<file path="src/rtl/regbank_writeback.sv">
// Register-bank write-port owner: merges ALU results with in-order load returns and flags read hazards.
// Optional statistics (conflict_cnt, max_occ) are built when WB_STATS_EN is defined.
module regbank_writeback #(
    parameter int DEPTH  = 4,
    parameter int DATA_W = 32,
    parameter int ADDR_W = 4
) (
    input  logic              clk,
    input  logic              reset,
    input  logic              alu_we,
    input  logic [ADDR_W-1:0] alu_addr,
    input  logic [DATA_W-1:0] alu_data,
    input  logic              ld_issue,
    input  logic [ADDR_W-1:0] ld_addr,
    output logic              issue_ready,
    input  logic              ld_valid,
    input  logic [DATA_W-1:0] ld_data,
    input  logic              flush,
    input  logic [ADDR_W-1:0] chk_a,
    input  logic [ADDR_W-1:0] chk_b,
    output logic              stall,
    output logic              we,
    output logic [ADDR_W-1:0] addr_d,
    output logic [DATA_W-1:0] data_d,
    output logic              err
`ifdef WB_STATS_EN
    ,
    output logic [15:0]            conflict_cnt,
    output logic [$clog2(DEPTH):0] max_occ
`endif
);
    localparam int PW   = $clog2(DEPTH);
    localparam int CW   = PW + 1;
    localparam int NREG = 1 << ADDR_W;

    logic [ADDR_W-1:0] q_addr [DEPTH];
    logic [DATA_W-1:0] q_data [DEPTH];
    logic [DEPTH-1:0]  q_valid, q_filled;
    logic [PW-1:0]     head, fill, tail;
    logic [CW-1:0]     count, unfilled, discard;
    logic [CW-1:0]     count_nxt, discard_nxt;
    logic [NREG-1:0]   pending;
    logic              alu_wr, head_ready, ld_live, discard_dec;
    logic              do_issue, do_fill, do_pop, fill_err, waw_err;

    // Handshake: a load is accepted on an edge where ld_issue && issue_ready;
    // issue_ready uses pre-edge occupancy, so a same-cycle drain frees no slot.
    assign issue_ready = (count < CW'(DEPTH)) && (discard == '0);

    always_comb begin
        pending = '0;
        for (int i = 0; i < DEPTH; i++) begin
            if (q_valid[i]) pending[q_addr[i]] = 1'b1;
        end
        pending[0] = 1'b0;
    end

    assign stall = pending[chk_a] || pending[chk_b];

    assign alu_wr      = alu_we && (alu_addr != '0);
    assign head_ready  = q_valid[head] && q_filled[head];
    assign do_issue    = ld_issue && issue_ready && !flush;
    assign ld_live     = ld_valid && (discard == '0);
    assign discard_dec = ld_valid && (discard != '0);
    assign do_fill     = ld_live && (unfilled != '0);
    assign fill_err    = ld_live && (unfilled == '0);
    assign do_pop      = !flush && !alu_wr && head_ready;
    assign waw_err     = !flush && alu_wr && pending[alu_addr];

    always_comb begin
        count_nxt   = count + CW'(do_issue) - CW'(do_pop);
        discard_nxt = discard - CW'(discard_dec);
        if (flush) begin
            count_nxt = '0;
            // a return landing on the flush edge is already accounted for
            discard_nxt = discard_nxt + unfilled - CW'(do_fill);
        end
    end

    always_ff @(posedge clk or negedge reset) begin
        if (!reset) begin
            for (int i = 0; i < DEPTH; i++) begin
                q_addr[i] <= '0;
                q_data[i] <= '0;
            end
            q_valid  <= '0;
            q_filled <= '0;
            head     <= '0;
            fill     <= '0;
            tail     <= '0;
            count    <= '0;
            unfilled <= '0;
            discard  <= '0;
            we       <= 1'b0;
            addr_d   <= '0;
            data_d   <= '0;
            err      <= 1'b0;
        end else begin
            count   <= count_nxt;
            discard <= discard_nxt;
            err     <= err | fill_err | waw_err;
            if (flush) begin
                q_valid  <= '0;
                q_filled <= '0;
                head     <= '0;
                fill     <= '0;
                tail     <= '0;
                unfilled <= '0;
                we       <= 1'b0;
            end else begin
                // issue, fill and pop always address distinct entries
                if (do_issue) begin
                    q_addr[tail]   <= ld_addr;
                    q_valid[tail]  <= 1'b1;
                    q_filled[tail] <= 1'b0;
                    tail           <= tail + 1'b1;
                end
                if (do_fill) begin
                    q_data[fill]   <= ld_data;
                    q_filled[fill] <= 1'b1;
                    fill           <= fill + 1'b1;
                end
                if (do_pop) begin
                    q_valid[head]  <= 1'b0;
                    q_filled[head] <= 1'b0;
                    head           <= head + 1'b1;
                end
                unfilled <= unfilled + CW'(do_issue) - CW'(do_fill);

                if (alu_wr) begin
                    we     <= 1'b1;
                    addr_d <= alu_addr;
                    data_d <= alu_data;
                end else if (do_pop && (q_addr[head] != '0)) begin
                    we     <= 1'b1;
                    addr_d <= q_addr[head];
                    data_d <= q_data[head];
                end else begin
                    we <= 1'b0;
                end
            end
        end
    end

`ifdef WB_STATS_EN
    always_ff @(posedge clk or negedge reset) begin
        if (!reset) begin
            conflict_cnt <= '0;
            max_occ      <= '0;
        end else begin
            if (!flush && alu_wr && head_ready && (conflict_cnt != 16'hFFFF))
                conflict_cnt <= conflict_cnt + 16'd1;
            if (count_nxt > max_occ) max_occ <= count_nxt;
        end
    end
`endif

endmodule

</file>
<file path="config.mk">
export PLATFORM = sky130hd
export DESIGN_NAME = regbank_writeback
export DESIGN_NICKNAME = d
export VERILOG_FILES = /design/src/rtl/regbank_writeback.sv
export SDC_FILE = /design/constraint.sdc
export NUM_CORES = 1
export LEC_CHECK = 0
export ABC_AREA = 1
export BUFFER_PORTS_ARGS = -buffer_cell sky130_fd_sc_hd__buf_2
export CORE_MARGIN = 3
export CORE_UTILIZATION = 40
export DETAILED_ROUTE_END_ITERATION = 10
export PLACE_DENSITY = 0.61
export SLEW_MARGIN = 5
export SYNTH_ARGS = -nofsm -noshare
export SYNTH_HDL_FRONTEND = slang
export SYNTH_SLANG_ARGS = --single-unit
</file>
<file path="constraint.sdc">
create_clock -name clk -period 7.29 [get_ports clk]
set_input_delay 1.458 -clock clk [delete_from_list [all_inputs] [get_ports clk]]
set_output_delay 1.458 -clock clk [all_outputs]
set_load 0.1 [all_outputs]
</file>
==> metrics.md, run 1 <==
| Metric | Value |
|---|---|
| Number of routed nets with antenna violations | `0` |
| Met2 routing resource usage after global routing | `31.1%` |
| Number of clock buffers inserted by TritonCTS | `22` |
| Highest clock rate | `0.234 GHz` |
| Actual transition at the worst max-transition pin | `946 ps` |
| Global-route layer with the greatest usage | `met2` |
| Area share of the largest cell type after synthesis | `47.8%` |
| Power Internal | `2.25 mW` |
| Clock tree from TritonCTS | `built` |
| Net Sw Frac | `34.7%` |
| Category of the worst setup path launch point | `primary input` |
| Number of cells upsized or downsized after cts | `0` |
| Capturing element of the worst setup path | `stall` |
| Count of boundary I/O pins | `126` |
| Iteration-0 DRC count of the detailed router | `666` |
| Wire length of the first global-routing pass | `45300 µm` |
| Peak per-stage delay on the critical path | `420 ps` |
| Max Cap Violations | `0` |
| Worst setup startpoint | `chk_a[1]` |
| Placed wire-length estimate after detailed placement | `17200 µm` |
| Peak ir drop on the vdd network | `0.209 mV` |
| Total via count in the routed design | `9059` |
| Portion of total power attributed to combinational logic | `26.9%` |
| Aggregate negative setup slack | `0 ps` |
| Vias per cell | `5.21` |
| Max FO, Critical Path | `6` |
| Horizontal die dimension | `170 µm` |
| Share of the cycle needed by the critical path after routing | `58.6%` |
| Area of the core | `26200 µm²` |
| Power Dens Cells | `282 nW/µm²` |
| Maximum clock insertion buffer count | `3` |
| Hold_buf cts | `0` |
| Post-layout min period | `4270 ps` |
| Net Sw Power | `1.20 mW` |
| Flop and latch count out of synthesis | `205` |
| Syn-to-layout area delta | `13.8%` |
| Total number of clock tree sinks | `205` |
| Average footprint of a synthesized cell | `8.27 µm²` |
| Post-route cell area | `12200 µm²` |
| Number of cells on the worst reg-to-reg path | `12` |
| WP data arrival | `2810 ps` |
| Post-Route Hold Slack | `483 ps` |
| DP Area | `11500 µm²` |
| Number of hold violations in the final report | `0` |
| Fill cells | `2609` |
| WP buf/inv | `3` |
| Ranking of synthesized cells by area | `sky130_fd_sc_hd__dfrtp_1, sky130_fd_sc_hd__nand2_1, sky130_fd_sc_hd__o21ai_0` |
| Number of detailed-routing iterations run before antenna repair | `5` |
| Count of cell types in the netlist | `42` |
| Leakage power | `5.62 nW` |
| Remaining routing DRC violations | `0` |
| Most frequent cells in the layout | `sky130_fd_sc_hd__nand2_1, sky130_fd_sc_hd__dfrtp_1, sky130_fd_sc_hd__o21ai_0, sky130_fd_sc_hd__buf_2, sky130_fd_sc_hd__nor2_1` |
| Sequential cell area fraction in the yosys report | `47.8%` |
| Via count of the first global-routing pass | `8885` |
| Worst hold-check path type | `reg2reg` |
| Drt wl/cell | `15.5 µm` |
| Initial antenna violation count | `1` |
| Total power after layout | `3.45 mW` |
| Portion of total power attributed to sequential cells | `41.0%` |
| Wirelength, routed | `26900 µm` |
| Most area-hungry cell type in the Yosys netlist | `sky130_fd_sc_hd__dfrtp_1` |
| Insertion delay to the later sink of the worst-skew pair | `500 ps` |
| Skew final | `12.5 ps` |
| Crit Reg-Reg Startpoint | `head[0]` |
| Final GP Congestion | `0.886` |
| Worst-case register-to-register setup slack | `4140 ps` |
| Number of gates on the worst path with buffers counted | `10` |
| Gr ovfl total | `0` |
| Run status | `finished, final reports clean` |
| Ratio of cells with drive above 1 in the final layout | `15.5%` |
| Worst R2R End | `count[2]` |
| Critical path class | `in2out` |
| All-Layer GR Usage | `18.9%` |
| Leading cell type in the layout, fill and taps excluded | `sky130_fd_sc_hd__nand2_1` |
| Final setup violating endpoints | `0` |
| Number of levels the H-tree was split into | `1` |
| Synthesis warning total | `0` |
| Maximum number of pins on one net before global-route repair | `86` |
| Critical-path top delay cell | `sky130_fd_sc_hd__buf_2` |
| Count of buffers inserted at the top-level ports | `125` |
| Setup repair after global routing missed its margin | `false` |
| Top Family by Delay on Critical Path | `simple AND/OR/NAND/NOR gates` |
| Worst-path cell chain | `buf_2, or2_2, a21oi_1, nor2_1, nand2_1, nand3_1, nand2_1, inv_1, nand2_1, buf_2` |
| Die Outline Area | `28800 µm²` |
| Crit path capture type | `output pin` |
| Grt met3 use | `2.51%` |
| Clock Power Share | `32.1%` |
| Chip Height | `170 µm` |
| Number of instances in the synthesized netlist | `1299` |
| Synthesized Nets | `1409` |
| Starting Density | `41.0%` |
| Reg clk slew, reported paths | `60 ps` |
| Clock root buffer master | `sky130_fd_sc_hd__clkbuf_16` |
| Cell area after technology mapping | `10700 µm²` |
| Post-CTS repair timing setup buffer count | `0` |
| Endpoint required time on the critical path | `5830 ps` |
| Number of rows created at floorplan | `59` |
| Final-report max-slew violation count | `0` |
| Slew Limit Headroom | `36.9%` |
| Met1 layer usage reported by global route | `26.3%` |
| Cell with the most instances on the worst path | `sky130_fd_sc_hd__nand2_1` |
| Number of nets in the layout | `1498` |
worst min-delay path by stage:
| stage | slack [ps] | from | end | cells past startpoint |
|---|---|---|---|---|
| 2_1_floorplan | 450 | q_data[0] | q_data[0] | 2 |
| 3_3_place_gp | 470 | q_data[68] | q_data[68] | 2 |
| 3_5_place_dp | 470 | q_data[68] | q_data[68] | 2 |
| 4_1_cts | 490 | q_data[68] | q_data[68] | 2 |
| 5_1_grt | 500 | data_d[20] | data_d[20] | 1 |
| 6_report | 480 | q_data[75] | q_data[75] | 2 |
power by group through the flow:
stage / clock network [mW] / registers, mW / logic [mW]
after floorplan: 0 / 1.67 / 0.485
after global placement: 0 / 1.43 / 0.925
after detailed placement: 0 / 1.43 / 0.935
after CTS: 1.14 / 1.42 / 0.941
after global routing: 1.19 / 1.44 / 1.03
final: 1.11 / 1.42 / 0.929
area by class of cell:
class / instances / area (µm²) / share of cell area (%)
multi-input combinational: 927 / 4880 / 39.9
clock inverter: 7 / 85.1 / 0.696
timing repair buffer: 135 / 709 / 5.80
clock buffer: 31 / 626 / 5.12
inverter: 97 / 369 / 3.02
tap: 335 / 419 / 3.43
antenna: 1 / 2.50 / 0.0205
sequential: 205 / 5130 / 42.0
tightest hold or removal path, delay by kind of cell (launching register included):
family,cells,cell delay (ps)
flops,1,340
compound gates,1,60
simple gates,1,50
Yosys cell counts:
cell / count
sky130_fd_sc_hd__nand2_1: 383
sky130_fd_sc_hd__dfrtp_1: 205
sky130_fd_sc_hd__o21ai_0: 156
sky130_fd_sc_hd__nor2_1: 103
sky130_fd_sc_hd__inv_1: 94
sky130_fd_sc_hd__nand3_1: 62
sky130_fd_sc_hd__a21oi_1: 56
sky130_fd_sc_hd__clkbuf_1: 44
sky130_fd_sc_hd__o21a_1: 37
sky130_fd_sc_hd__a32o_1: 32
sky130_fd_sc_hd__o211ai_2: 32
sky130_fd_sc_hd__ha_1: 21
sky130_fd_sc_hd__buf_2: 14
sky130_fd_sc_hd__o211ai_1: 6
sky130_fd_sc_hd__nand4_1: 5
sky130_fd_sc_hd__a22o_1: 4
sky130_fd_sc_hd__or2_2: 4
sky130_fd_sc_hd__buf_12: 3
sky130_fd_sc_hd__buf_4: 3
sky130_fd_sc_hd__buf_6: 3
sky130_fd_sc_hd__fa_1: 3
sky130_fd_sc_hd__nor3_1: 3
sky130_fd_sc_hd__xnor2_1: 3
sky130_fd_sc_hd__a21boi_0: 2
sky130_fd_sc_hd__buf_1: 2
sky130_fd_sc_hd__nand3b_1: 2
sky130_fd_sc_hd__xor2_1: 2
sky130_fd_sc_hd__a22oi_1: 1
sky130_fd_sc_hd__a31oi_1: 1
sky130_fd_sc_hd__a31oi_2: 1
sky130_fd_sc_hd__and3_1: 1
sky130_fd_sc_hd__buf_8: 1
sky130_fd_sc_hd__clkinv_1: 1
sky130_fd_sc_hd__clkinv_4: 1
sky130_fd_sc_hd__inv_2: 1
sky130_fd_sc_hd__mux2i_1: 1
sky130_fd_sc_hd__nand2_2: 1
sky130_fd_sc_hd__nand2_8: 1
sky130_fd_sc_hd__nor3_2: 1
sky130_fd_sc_hd__nor3_4: 1
sky130_fd_sc_hd__nor4_4: 1
sky130_fd_sc_hd__o21ai_1: 1
flip-flops by register name, indices dropped and copies added, names as in the netlist:
name / cells
tail: 2
data_d: 32
addr_d: 4
q_addr: 16
count: 3
err: 1
we: 1
q_filled: 4
q_valid: 4
unfilled: 3
q_data: 128
discard: 3
fill: 2
head: 2
stage by stage:
step / setup slack, ps / util (%) / std cells
finish: 3020 / 46.6 / 1738
global route: 2910 / 46.6 / 1737
CTS: 3060 / 46.6 / 1737
detailed placement: 3060 / 43.9 / 1699
global placement: 3090 / 43.9 / 1699
floorplan: 3070 / - / 1299
layer usage:
layer / vias to the layer above / part of all wire, %
li1: 4498 / -
met1: 4256 / 46
met2: 254 / 46
met3: 49 / 5.2
met4: 2 / 2.4
met5: - / 0.048
logic make-up after synthesis:
family,after synthesis,share of synthesized area [%]
simple gates,568,21.4
buf+inv,167,6.92
xor+xnor,5,0.408
flops,205,47.8
compound gates,329,20.4
mux,1,0.0932
fa+ha+maj,24,3.01
Note: power is estimated with default switching activity, not from simulation.
==> inputs of run 2 (changes only) <==
clock period = 4 ns   (was 7.29 ns; I/O delays follow)
==> metrics.md, run 2 (synthesis gave the netlist of run 1 again) <==
| Metric | Value |
|---|---|
| Run status | `finished, final reports clean (unchanged)` |
| DP Area | `11500 µm² (about the same)` |
| Starting Density | `41.0% (unchanged)` |
| Syn-to-layout area delta | `14.5% (was 13.8%)` |
| Initial antenna violation count | `0 (was 1)` |
| Number of levels the H-tree was split into | `1 (unchanged)` |
| Post-layout min period | `3210 ps` |
| Count of boundary I/O pins | `126 (unchanged)` |
| Number of hold violations in the final report | `0 (unchanged)` |
| Net Sw Frac | `34.5% (was 34.7%)` |
| Leakage power | `5.66 nW (was 5.62 nW)` |
| Gr ovfl total | `0 (unchanged)` |
| Largest reg by FF count | `q_data (unchanged)` |
| Cell with the most instances on the worst path | `sky130_fd_sc_hd__nand2_1 (unchanged)` |
| Max FO, Critical Path | `9 (was 6)` |
| Maximum clock insertion buffer count | `3 (unchanged)` |
| Crit path capture type | `output pin (unchanged)` |
| Number of routed nets with antenna violations | `0 (unchanged)` |
| Post-route cell area | `12300 µm² (was 12200 µm²)` |
| Setup repair after global routing missed its margin | `false (unchanged)` |
| Total via count in the routed design | `9025 (was 9059)` |
| Worst-case register-to-register setup slack | `1340 ps (was 4140 ps)` |
| Skew final | `9.05 ps (was 12.5 ps)` |
| Total power after layout | `6.38 mW (was 3.45 mW)` |
| Number of rows created at floorplan | `59 (unchanged)` |
| Clock root buffer master | `sky130_fd_sc_hd__clkbuf_16 (unchanged)` |
| Vias per cell | `5.19 (was 5.21)` |
| Critical path class | `reg2out (was in2out)` |
| Final setup violating endpoints | `0 (unchanged)` |
| Diode count | `0 (was 1)` |
| Portion of total power attributed to sequential cells | `40.4% (was 41.0%)` |
| Fill cells | `2536 (was 2609)` |
| Maximum number of pins on one net before global-route repair | `92 (was 86)` |
| Post-CTS repair timing setup buffer count | `0 (unchanged)` |
| Final GP Congestion | `0.890 (was 0.886)` |
| Iteration-0 DRC count of the detailed router | `798 (was 666)` |
| Actual transition at the worst max-transition pin | `847 ps (was 946 ps)` |
| Number of detailed-routing iterations run before antenna repair | `5 (unchanged)` |
| Die Outline Area | `28800 µm² (unchanged)` |
| Leading registers by flop count | `q_data x128, data_d x32, q_addr x16 (unchanged)` |
| Ratio of cells with drive above 1 in the final layout | `15.9% (was 15.5%)` |
| Final-report max-slew violation count | `0 (unchanged)` |
| Placed wire-length estimate after detailed placement | `17700 µm (was 17200 µm)` |
| Portion of total power attributed to combinational logic | `26.7% (was 26.9%)` |
| Drt wl/cell | `15.5 µm (about the same)` |
| Highest clock rate | `0.312 GHz` |
| Number of clock buffers inserted by TritonCTS | `22 (unchanged)` |
| Peak per-stage delay on the critical path | `490 ps (was 420 ps)` |
| Count of buffers inserted at the top-level ports | `125 (unchanged)` |
| Net Sw Power | `2.20 mW (was 1.20 mW)` |
| Horizontal die dimension | `170 µm (unchanged)` |
| Max Cap Violations | `0 (unchanged)` |
| Clock Power Share | `32.9% (was 32.1%)` |
| Max FFs per register | `128 (unchanged)` |
| Leading cell type in the layout, fill and taps excluded | `sky130_fd_sc_hd__nand2_1 (unchanged)` |
| Category of the worst setup path launch point | `flop (was primary input)` |
| Insertion delay to the later sink of the worst-skew pair | `500 ps (about the same)` |
| Worst-path cell chain | `nand3_1, nor2_1, nor2_1, nand2_1, o211ai_1, nand2_1, nand3b_1, nand2_1, inv_1, nand2_1, buf_2 (was buf_2, or2_2, a21oi_1, nor2_1, nand2_1, nand3_1, nand2_1, inv_1, nand2_1, buf_2)` |
| Slew Limit Headroom | `43.6% (was 36.9%)` |
| Reg clk slew, reported paths | `60 ps (about the same)` |
| Aggregate negative setup slack | `0 ps (unchanged)` |
| Hold_buf cts | `0 (unchanged)` |
| Critical-path top delay cell | `sky130_fd_sc_hd__dfrtp_1 (was sky130_fd_sc_hd__buf_2)` |
| Chip Height | `170 µm (unchanged)` |
| All-Layer GR Usage | `18.7% (was 18.9%)` |
| Power Internal | `4.18 mW (was 2.25 mW)` |
| WP data arrival | `2410 ps (was 2810 ps)` |
| Wirelength, routed | `26900 µm (about the same)` |
| Number of nets in the layout | `1501 (was 1498)` |
| Post-Route Hold Slack | `358 ps (was 483 ps)` |
| Endpoint required time on the critical path | `3200 ps (was 5830 ps)` |
| Peak ir drop on the vdd network | `0.339 mV (was 0.209 mV)` |
| Power Dens Cells | `519 nW/µm² (was 282 nW/µm²)` |
| Wire length of the first global-routing pass | `44300 µm (was 45300 µm)` |
| Remaining routing DRC violations | `0 (unchanged)` |
| Number of cells upsized or downsized after cts | `0 (unchanged)` |
| Worst hold-check path type | `in2async (was reg2reg)` |
| Most frequent cells in the layout | `sky130_fd_sc_hd__nand2_1, sky130_fd_sc_hd__dfrtp_1, sky130_fd_sc_hd__o21ai_0, sky130_fd_sc_hd__buf_2, sky130_fd_sc_hd__nor2_1 (unchanged)` |
| Total number of clock tree sinks | `205 (unchanged)` |
| Via count of the first global-routing pass | `8680 (was 8885)` |
| Area of the core | `26200 µm² (unchanged)` |
| Share of the cycle needed by the critical path after routing | `80.2%` |
| Clock tree from TritonCTS | `built (unchanged)` |
run 2: changes by cell type in the layout (fill, tap and decap cells not counted):
cell                       previous run  this run
sky130_fd_sc_hd__clkinv_2             5         3
sky130_fd_sc_hd__clkbuf_8             3         7
sky130_fd_sc_hd__buf_12               0         1
sky130_fd_sc_hd__buf_4               10        12
sky130_fd_sc_hd__clkbuf_1             6         4
sky130_fd_sc_hd__diode_2              1         0
run 2: power groups by stage:
stage                     logic (mW)  registers, mW  clock network [mW]
final                           1.70           2.58                2.10
after global routing            1.87           2.62                2.24
after CTS                       1.72           2.58                2.15
after detailed placement        1.72           2.61                   0
after global placement          1.69           2.61                   0
after floorplan                0.884           3.04                   0
run 2: final cells by class:
type / instances / area [µm²] / area share, %
inverter: 97 / 369 / 3.00
sequential: 205 / 5130 / 41.7
multi-input combinational: 927 / 4880 / 39.7
clock inverter: 5 / 75.1 / 0.611
timing repair buffer: 138 / 744 / 6.06
tap: 335 / 419 / 3.41
clock buffer: 33 / 673 / 5.48
run 2: through the flow:
stage               worst slack, ps  util, %  cells
floorplan                       330        -   1299
global placement               1020     44.1   1702
detailed placement              966     44.1   1702
CTS                             787     46.9   1740
global route                    548     46.9   1740
finish                          792     46.9   1740
run 2: layer usage:
| metal | share of wire, % | routed length (µm) | GRT usage, % |
|---|---|---|---|
| met1 | 47 | 12600 | 26.1 |
| met2 | 46 | 12500 | 31.1 |
| met3 | 4.8 | 1290 | 2.51 |
| met4 | 1.8 | 492 | 4.52 |
| met5 | 0 | 0 | 0 |
run 2: final timing paths:
kind,start,cells past startpoint,to
min in group clk,data_d[21],1,data_d[21]
hold reg to reg,data_d[21],1,data_d[21]
hold / removal,reset,1,data_d[28]
setup / recovery,q_valid[0],11,stall
max in group asynchronous,reset,2,q_data[72]
setup reg to reg,unfilled[1],11,discard[2]
run 2: worst max-delay path: cells and delay by family, from the launching register on:
| family | cells | cell delay, ps |
|---|---|---|
| AND/OR/NAND/NOR | 8 | 890 |
| AO/OA/AOI/OAI | 1 | 200 |
| buffers and inverters | 2 | 320 |
| flip-flops | 1 | 490 |
